$ cat config.mk
export PLATFORM = sky130hd
export DESIGN_NAME = timer_counter
export DESIGN_NICKNAME = d
export VERILOG_FILES = /design/src/rtl/timer_counter_pkg.sv /design/src/rtl/timer_prescaler.sv /design/src/rtl/timer_counter.sv
export SDC_FILE = /design/constraint.sdc
export NUM_CORES = 1
export LEC_CHECK = 0
export CAP_MARGIN = 20
export CORE_MARGIN = 8
export CORE_UTILIZATION = 45
export CTS_CLUSTER_SIZE = 8
export DETAILED_ROUTE_END_ITERATION = 7
export GPL_TIMING_DRIVEN = 0
export PLACE_DENSITY = 0.87
export SYNTH_ARGS = -nofsm -noshare
export SYNTH_HDL_FRONTEND = slang
export SYNTH_SLANG_ARGS = --single-unit
$ cat constraint.sdc
create_clock -name clk -period 2.4 [get_ports clk]
set_input_delay 0.24 -clock clk [delete_from_list [all_inputs] [get_ports clk]]
set_output_delay 0.24 -clock clk [all_outputs]
set_load 0.005 [all_outputs]
$ cat src/rtl/timer_counter_pkg.sv
// ============================================================================
// timer_counter_pkg : shared register offsets, CTRL fields, MODE codes, states
// Revision: 1.0
// ============================================================================
`default_nettype none

package timer_counter_pkg;

  // Register word offsets, decoded from addr[3:2]
  localparam logic [1:0] C_OFF_CTRL     = 2'd0;
  localparam logic [1:0] C_OFF_PRESET   = 2'd1;
  localparam logic [1:0] C_OFF_COUNT    = 2'd2;
  localparam logic [1:0] C_OFF_PRESCALE = 2'd3;

  localparam int C_CTRL_EN      = 0;
  localparam int C_CTRL_MODE_LO = 1;
  localparam int C_CTRL_MODE_HI = 2;
  localparam int C_CTRL_IM      = 3;

  localparam logic [1:0] C_MODE_ONESHOT = 2'b00;
  localparam logic [1:0] C_MODE_RELOAD  = 2'b01;

  localparam int C_PRESCALE_W = 16;

  typedef enum logic [1:0] {
    ST_IDLE = 2'd0,
    ST_LOAD = 2'd1,
    ST_CNT  = 2'd2,
    ST_INT  = 2'd3
  } state_t;

endpackage

`default_nettype wire

$ cat src/rtl/timer_prescaler.sv
// ============================================================================
// timer_prescaler : divider that emits one tick every prescale+1 run cycles
// Revision: 1.0
// ============================================================================
`default_nettype none

module timer_prescaler
  import timer_counter_pkg::*;
(
  input  logic                    clk,
  input  logic                    reset,
  input  logic                    clear,
  input  logic                    run,
  input  logic [C_PRESCALE_W-1:0] prescale,
  output logic                    tick
);

  logic [C_PRESCALE_W-1:0] r_div;

  assign tick = (r_div == prescale);

  always_ff @(posedge clk or negedge reset) begin
    if (!reset) begin
      r_div <= '0;
    end else if (clear) begin
      r_div <= '0;
    end else if (run) begin
      r_div <= tick ? '0 : r_div + C_PRESCALE_W'(1);
    end
  end

endmodule

`default_nettype wire

$ cat src/rtl/timer_counter.sv
// ============================================================================
// timer_counter : memory-mapped down-counting timer with one-shot/auto-reload
// Optional PRESCALE register at 0xC enabled by TIMER_PRESCALE_EN.
// Revision: 1.0
// ============================================================================
`default_nettype none

module timer_counter
  import timer_counter_pkg::*;
#(
  parameter int               CNT_W      = 32,
  parameter logic [CNT_W-1:0] RST_PRESET = '0
) (
  input  logic        clk,
  input  logic        reset,
  input  logic [31:0] addr,
  input  logic        we,
  input  logic [3:0]  byteen,
  input  logic [31:0] wdata,
  output logic [31:0] rdata,
  output logic        irq
);

  state_t             r_state, w_state_nxt;
  logic [CNT_W-1:0]   r_count, w_count_nxt;
  logic [CNT_W-1:0]   r_preset;
  logic               r_flag, w_flag_nxt;
  logic               r_en, w_en_nxt;
  logic [1:0]         r_mode;
  logic               r_im, w_im_nxt;
  logic               r_irq;
  logic               w_wr, w_wr_ctrl, w_wr_preset;
  logic               w_one_shot;
  logic               w_tick;
  logic               w_unused_bits;

  assign w_wr        = we && (byteen == 4'b1111);
  assign w_wr_ctrl   = w_wr && (addr[3:2] == C_OFF_CTRL);
  assign w_wr_preset = w_wr && (addr[3:2] == C_OFF_PRESET);
  assign w_one_shot  = (r_mode != C_MODE_RELOAD);
  assign w_im_nxt    = w_wr_ctrl ? wdata[C_CTRL_IM] : r_im;
  assign w_unused_bits = ^{addr[31:4], addr[1:0], wdata};

`ifdef TIMER_PRESCALE_EN
  logic [C_PRESCALE_W-1:0] r_prescale;
  logic                    w_wr_prescale;

  assign w_wr_prescale = w_wr && (addr[3:2] == C_OFF_PRESCALE);

  always_ff @(posedge clk or negedge reset) begin
    if (!reset) begin
      r_prescale <= '0;
    end else if (w_wr_prescale) begin
      r_prescale <= wdata[C_PRESCALE_W-1:0];
    end
  end

  timer_prescaler u_prescaler (
    .clk      (clk),
    .reset    (reset),
    .clear    ((r_state == ST_LOAD) || !r_en),
    .run      (r_state == ST_CNT),
    .prescale (r_prescale),
    .tick     (w_tick)
  );
`else
  assign w_tick = 1'b1;
`endif

  always_ff @(posedge clk or negedge reset) begin
    if (!reset) begin
      r_state  <= ST_IDLE;
      r_count  <= '0;
      r_preset <= RST_PRESET;
      r_flag   <= 1'b0;
      r_en     <= 1'b0;
      r_mode   <= C_MODE_ONESHOT;
      r_im     <= 1'b0;
      r_irq    <= 1'b0;
    end else begin
      r_state <= w_state_nxt;
      r_count <= w_count_nxt;
      r_flag  <= w_flag_nxt;
      r_en    <= w_en_nxt;
      r_im    <= w_im_nxt;
      r_irq   <= w_flag_nxt & w_im_nxt;
      if (w_wr_ctrl) begin
        r_mode <= wdata[C_CTRL_MODE_HI:C_CTRL_MODE_LO];
      end
      if (w_wr_preset) begin
        r_preset <= wdata[CNT_W-1:0];
      end
    end
  end

  always_comb begin
    w_state_nxt = r_state;
    w_count_nxt = r_count;
    w_flag_nxt  = r_flag;
    w_en_nxt    = r_en;
    case (r_state)
      ST_IDLE: begin
        if (r_en) w_state_nxt = ST_LOAD;
      end
      ST_LOAD: begin
        w_count_nxt = r_preset;
        w_state_nxt = ST_CNT;
      end
      ST_CNT: begin
        if (!r_en) begin
          w_state_nxt = ST_IDLE;
        end else if (w_tick) begin
          // PRESET of 0 falls through here exactly like PRESET of 1
          if (r_count > CNT_W'(1)) begin
            w_count_nxt = r_count - CNT_W'(1);
          end else begin
            w_count_nxt = '0;
            w_flag_nxt  = 1'b1;
            w_state_nxt = ST_INT;
          end
        end
      end
      ST_INT: begin
        w_state_nxt = ST_IDLE;
        if (w_one_shot) w_en_nxt = 1'b0;
        else            w_flag_nxt = 1'b0;
      end
      default: w_state_nxt = ST_IDLE;
    endcase
    // Bus writes take priority over the FSM on the registers they touch
    if (w_wr_ctrl) w_en_nxt = wdata[C_CTRL_EN];
    if ((w_wr_ctrl || w_wr_preset) && w_one_shot) w_flag_nxt = 1'b0;
  end

  always_comb begin
    rdata = '0;
    case (addr[3:2])
      C_OFF_CTRL:   rdata = {28'd0, r_im, r_mode, r_en};
      C_OFF_PRESET: rdata = 32'(r_preset);
      C_OFF_COUNT:  rdata = 32'(r_count);
`ifdef TIMER_PRESCALE_EN
      C_OFF_PRESCALE: rdata = 32'(r_prescale);
`endif
      default:      rdata = '0;
    endcase
  end

  assign irq = r_irq;

endmodule

`default_nettype wire

==> impl_metrics.tcl, run 1 <==
set metrics [dict create \
    period_needed_ns 2.54 \
    drv_slew 0 \
    cts_root_buf "clkbuf_8" \
    drive_above_1_share 0.303 \
    cp-end-kind "flop" \
    synth.cell_area_um2 4020 \
    dr.pass1.iters 5 \
    status "finished, violations left" \
    place.gp.congestion 0.941 \
    initial_core_util 0.463 \
    synth-compound-area-share 0.241 \
    grt_max_degree 73 \
    ys_ff_latch 72 \
    area_growth_pct 41.4 \
    cp.arrival_ns 2.78 \
    tightest_slew_ns 0.911 \
    antenna_found_initial 0 \
    dpl.hpwl_mm 8.46 \
    dieWidth_um 110 \
    cts_buffers 9 \
    p_total_mw 6.38 \
    core_um2 8680 \
    routed_wirelength_mm 13.4 \
    cap_violations 0 \
    layout_common_cells "71 x clkdlybuf4s50_1, 69 x dfrtp_1, 34 x a22o_1, 34 x mux2_2, 27 x buf_4" \
    grt_usage 0.202 \
    avgSynthCellArea_um2 10.2 \
    drtAntennaViolNets 0 \
    dieHeight_um 110 \
    synth-simple-area-share 0.151 \
    synth_top_family_by_area "compound AO/OA/AOI/OAI gates" \
    rows 34 \
    h-tree-depth 3 \
    drcViolationCount 0 \
    placed_cells 574 \
    p_leak_nw 2.39 \
    worst_hold_slack_ns 0.0240 \
    final_nets 577 \
    pin_count 104 \
    yosysUniqueCellTypes 55 \
    crit_fanout 8 \
    setup_ws_ns -0.141 \
    final_common_cell "clkdlybuf4s50_1" \
    drtIter0Drc 394 \
    synth_edf_count 0 \
    hp-class "in2async" \
    synthMuxAreaShare 0.110 \
    grt_pass1_vias 3891 \
    ys_seq_area_frac 0.449 \
    synth-xor-area-share 0 \
    met3WireLength_mm 1.11 \
    cts_tree "built" \
    syn_nets 467 \
    via_count 3989 \
    wl_per_cell_um 21.8 \
    netlist_instances 394 \
    slew_headroom 0.392 \
    cts_max_path_buffers 2 \
    worstSetupStartpointType "flop" \
    setup_viol 29 \
    portBuffers 72 \
    fmax_mhz 394 \
    skew_ns 0.00748 \
    met2WireLength_mm 6.44 \
    hold_viol 0 \
    yosys_most_used_dff "dfrtp_1" \
    cts_sinks 72 \
    antenna_cells 0 \
    met1_length_mm 5.49 \
    final_util 0.654 \
    fin_cells 617 \
    power_density_nw_per_um2 1120 \
    fin_crit_sh 1.06 \
    routed.top_layer "met4" \
    ir_drop_mv 0.629 \
    required_ns 2.64 \
    grt_pass1_wl_mm 20.6 \
    worstSetupPathType "reg2reg" \
    dieArea_um2 12200 \
    grt-ovfl-total 0 \
    vias_per_cell 6.47 \
    clk_latency_ns 0.35 \
    ys_warn_count 0 \
    clk_pin_slew_ns 0.08 \
    synth_adder_area_share 0.00623 \
    grt_setup_unrepaired "yes" \
    postCtsHoldBufs 0 \
    synthArstFlopShare 1.00 \
    failed_checks "setup timing" \
]
area by class of cell:
type	count	area, µm²
flip-flops and latches	72	1810
plain buffers	24	175
well taps	108	135
repair buffers	104	1000
clock buffers	12	165
clock inverters	4	75.1
inverters	11	41.3
multi-input cells	282	2280
fillers	650	3000
state kept, by name, indices dropped and copies added (netlist names):
| signal | count |
|---|---|
| irq | 1 |
| r_count | 32 |
| r_en | 1 |
| r_flag | 1 |
| r_im | 1 |
| r_mode | 2 |
| r_preset | 32 |
| r_state | 2 |
worst paths after layout:
path	from	to	slack [ns]	cells after the start
max in group asynchronous	reset	r_count[24]	1.74	1
worst min-delay path	reset	irq	0.02	1
worst max register to register	r_count[25]	r_count[15]	-0.14	7
worst max-delay path	r_count[25]	r_count[15]	-0.14	7
min in group clk	wdata[17]	r_preset[17]	0.50	2
worst min register to register	r_im	r_im	0.53	2
timing repair:
action / in CTS / in global routing
resized for setup: 52 / 55
setup endpoints to repair: 61 / 55
cloned: 3 / 0
setup buffers: 21 / 8
pin swaps: 16 / 24
metrics by stage:
step / setup TNS, ns / setup WS, ns / cell area [µm²]
global placement: -120.59 / -1.37 / 4880
global route: -4.15 / -0.181 / 5680
floorplan: -0.144 / -0.0352 / 4020
detailed placement: -23.13 / -0.506 / 4870
finish: -2.68 / -0.141 / 5680
CTS: -2.07 / -0.110 / 5470
critical path: stages, from the launching register on:
cell and delay [ns]:
dfrtp_1 0.38, or3_4 0.40, or4_4 0.42, or3_4 0.38, o21ai_4 0.29, buf_6 0.19, o21ai_2 0.05, a211o_1 0.30
cells by family after synthesis:
| logic type | count (synthesis) |
|---|---|
| buffers and inverters | 40 |
| and+or+nand+nor | 108 |
| muxes | 40 |
| DFF | 72 |
| adders and majority gates | 2 |
| AOI/OAI and AO/OA | 132 |
power by group:
group | internal [mW] | total, mW | leakage (nW) | switching (mW)
clock | 0.671 | 1.14 | 0.115 | 0.473
sequential | 1.54 | 1.97 | 0.946 | 0.427
combinational | 1.47 | 3.26 | 1.33 | 1.80
total | 3.68 | 6.38 | 2.39 | 2.69
per-layer routing:
metal	track usage	vias to the layer above
li1	-	1733
met4	0.0892	0
met1	0.264	1976
met5	0	-
met3	0.0395	36
met2	0.318	244
Yosys cell counts (4+ instances only):
cell       count  area share
or4_1          5      0.0093
a32oi_1        5       0.011
a22o_1        34       0.074
mux2i_1        6       0.015
a221o_1        6       0.015
o21ai_0       27       0.034
nand3_1        5      0.0062
nand2_1       24       0.022
clkbuf_1      21       0.020
o31ai_1        5      0.0093
dfrtp_1       72        0.45
a21boi_0       4      0.0075
o2bb2ai_1      5       0.011
nor4_1         5      0.0078
nor3_1        13       0.016
inv_1         11       0.010
mux2_2        34       0.095
nand2b_1       5      0.0078
a21oi_1       13       0.016
o22ai_1       10       0.016
nor2_1        21       0.020
nor2b_1        5      0.0078
Note: power is estimated with default switching activity, not from simulation.
==> run 2: changes to the inputs <==
Settings changed: ABC_AREA set to 1, CORE_UTILIZATION 45 to 50, PLACE_DENSITY 0.87 to 0.89.
Clock period 2.4 ns to 2.65 ns, I/O delays scaled along.
==> run 2 against run 1 <==
The flow now finishes without violations. First-iteration DRC count is 38% lower. Worst setup slack improved by 0.28 ns. Synthesized cell count up 48%. Final cell count up 27%. Sequential share of layout area increased by 1.2 points. Routed wire length is 7.7% higher. Register-to-register slack gained 0.78 ns. Sequential cell count unchanged. Via count is 9.9% higher. Clock power fell by 21%. Critical path type is now in2out. Critical endpoint is now rdata[4]. Largest power group unchanged.
==> impl_metrics.tcl, run 2 <==
set metrics [dict create \
    routed_wirelength_mm 14.5 \
    cts_sinks 72 \
    layout_common_cells "120 x nand2_1, 100 x nor2_1, 72 x a21oi_1, 72 x dfrtp_1, 71 x clkdlybuf4s50_1" \
    netlist_instances 585 \
    ys_seq_area_frac 0.417 \
    top_regs "r_count x32, r_preset x32" \
    clk_pin_slew_ns 0.08 \
    drive_above_1_share 0.117 \
    via_count 4385 \
    fin_cells 785 \
    synth_most_common_cell "nand2_1" \
    drtIter0Drc 243 \
    cap_violations 0 \
    dpl_worst_slack_ns -0.328 \
    portBuffers 72 \
    dieArea_um2 11900 \
    drtAntennaViolNets 0 \
    synthMuxAreaShare 0.0600 \
    antenna_found_initial 0 \
    vias_per_cell 5.59 \
    worstSetupStartpointType "primary input" \
    clk_latency_ns 0.35 \
    dieHeight_um 109 \
    crit_chain "clkdlybuf4s50_1 > clkinvlp_4 > nand2_2 > clkbuf_2 > o21ai_0 > clkdlybuf4s50_1" \
    synthTopCellsByArea "dfrtp_1 42%, nand2_1 11%, nor2_1 8.8%, a21oi_1 8.3%, mux2_2 6.0%" \
    setup_ws_ns 0.144 \
    cp-end-kind "primary output" \
    power_density_nw_per_um2 842 \
    core_um2 8550 \
    p_leak_nw 2.46 \
    syn_nets 658 \
    grt-ovfl-total 0 \
    skew_ns 0.0106 \
    synth_edf_count 0 \
    place.gp.congestion 0.962 \
    cp_top_family "buffers and inverters" \
    synth_top_family_by_area "simple AND/OR/NAND/NOR gates" \
    ys_warn_count 0 \
    initial_core_util 0.505 \
    dieWidth_um 109 \
    setup_viol 0 \
    grt_usage 0.250 \
    worstSetupPathType "in2out" \
    fin_setup_tns_ns 0 \
    cts_buffers 9 \
    slew_headroom 0.463 \
    final_util 0.638 \
    pin_count 104 \
    netlist_top_cells_count "121 x nand2_1, 101 x nor2_1, 72 x a21oi_1, 72 x dfrtp_1, 56 x inv_1" \
    fmax_mhz 399 \
    wl_per_cell_um 18.4 \
    synth.cell_area_um2 4320 \
    crit_buf_inv 4 \
    drcViolationCount 0 \
    avgSynthCellArea_um2 7.38 \
    ir_drop_mv 0.424 \
    cp.arrival_ns 2.24 \
    required_ns 2.38 \
    h-tree-depth 3 \
    grt_pass1_wl_mm 22.7 \
    hold_viol 0 \
    crit_fanout 10 \
    synth-xor-area-share 0.0183 \
    synth_top_area_cell "dfrtp_1" \
    cts_root_buf "clkbuf_8" \
    placed_cells 766 \
    dpl.hpwl_mm 10.9 \
    cts_max_path_buffers 2 \
    slowest_delay_ns 0.56 \
    synth_top_cell_area_share 0.417 \
    cts_tree "built" \
    synth-simple-area-share 0.266 \
    status "completed" \
    fin_crit_sh 0.946 \
    hp-class "in2async" \
    dr.pass1.iters 7 \
    antenna_cells 0 \
    post_dp_cell_area_um2 5190 \
    final_common_cell "nand2_1" \
    ys_ff_latch 72 \
    synthArstFlopShare 1.00 \
    grt_setup_unrepaired "no" \
    drv_slew 0 \
    period_needed_ns 2.51 \
    path_common_cell "clkdlybuf4s50_1" \
    tightest_slew_ns 0.805 \
    grt_pass1_vias 4340 \
    synth-compound-area-share 0.153 \
    area_growth_pct 26.3 \
    rows 34 \
    final_cell_area_um2 5450 \
    grt_max_degree 42 \
    yosysUniqueCellTypes 27 \
    final_nets 746 \
    slowest_stage "clkdlybuf4s50_1" \
    yosys_most_used_dff "dfrtp_1" \
    synth_adder_area_share 0.00580 \
]
==> run 2: power by group <==
| part | switching (mW) | internal, mW | total [mW] |
|---|---|---|---|
| clock | 0.447 | 0.456 | 0.903 |
| combinational | 1.11 | 0.738 | 1.85 |
| sequential | 0.412 | 1.43 | 1.84 |
| total | 1.97 | 2.62 | 4.59 |
==> run 2: final cells by class <==
cell class,count,area (µm²)
clock inverter,5,56.3
tap,108,135
inverter,60,229
clock buffer,10,138
sequential,72,1800
fill,771,3100
timing repair buffer,77,783
buffer,22,130
multi-input combinational,431,2180
==> run 2: stage by stage <==
step / hold slack, ns / power (mW)
detailed placement: 0.238 / 3.66
global placement: 0.494 / 3.60
global route: 0.440 / 4.92
CTS: 0.408 / 4.57
floorplan: -0.0306 / 2.93
finish: 0.393 / 4.59
==> run 2: per-layer routing <==
metal	vias up	share of wire	track usage
met5	-	0	0
met4	0	0.036	0.120
met3	38	0.084	0.0638
met2	199	0.48	0.399
met1	2065	0.40	0.310
li1	2083	-	-
==> run 2: worst register-to-register path, stage by stage, from the launching register on <==
cell,delay (ns)
dfrtp_1,0.41
inv_1,0.16
ha_1,0.28
nand2_2,0.12
nor2_4,0.28
nand2_4,0.12
nand2_2,0.11
a21oi_4,0.09
buf_6,0.18
nand2_1,0.08
a21oi_1,0.07
==> run 2: worst paths after layout <==
check | start | to | cells after the start | slack, ns
setup / recovery | addr[2] | rdata[4] | 6 | 0.14
hold / removal | reset | r_preset[21] | 2 | 0.39
setup reg to reg | r_count[0] | r_count[17] | 10 | 0.64
hold reg to reg | r_mode[1] | r_mode[1] | 2 | 0.52
max in group asynchronous | reset | r_count[7] | 3 | 1.68
min in group clk | addr[3] | r_flag | 3 | 0.44
==> run 2: cells by family (layout without fill, tap and decap cells) <==
| logic type | after synthesis | after routing |
|---|---|---|
| compound gates | 123 | 123 |
| xor+xnor | 9 | 9 |
| fa+ha+maj | 2 | 2 |
| buf+inv | 82 | 174 |
| flops | 72 | 72 |
| mux | 23 | 23 |
| simple gates | 274 | 274 |
==> run 2: timing repair <==
action,CTS,global route
pin swaps,0,1
hold buffers,1,0
setup endpoints to repair,30,30
resized for setup,4,7
endpoints found under the hold margin,31,0
setup buffers,0,3
==> run 3: changes to the inputs <==
Settings changed: CTS_CLUSTER_DIAMETER set to 200.
==> results of run 3 <==
The final DEF is identical to that of run 2; final timing and power are the same.
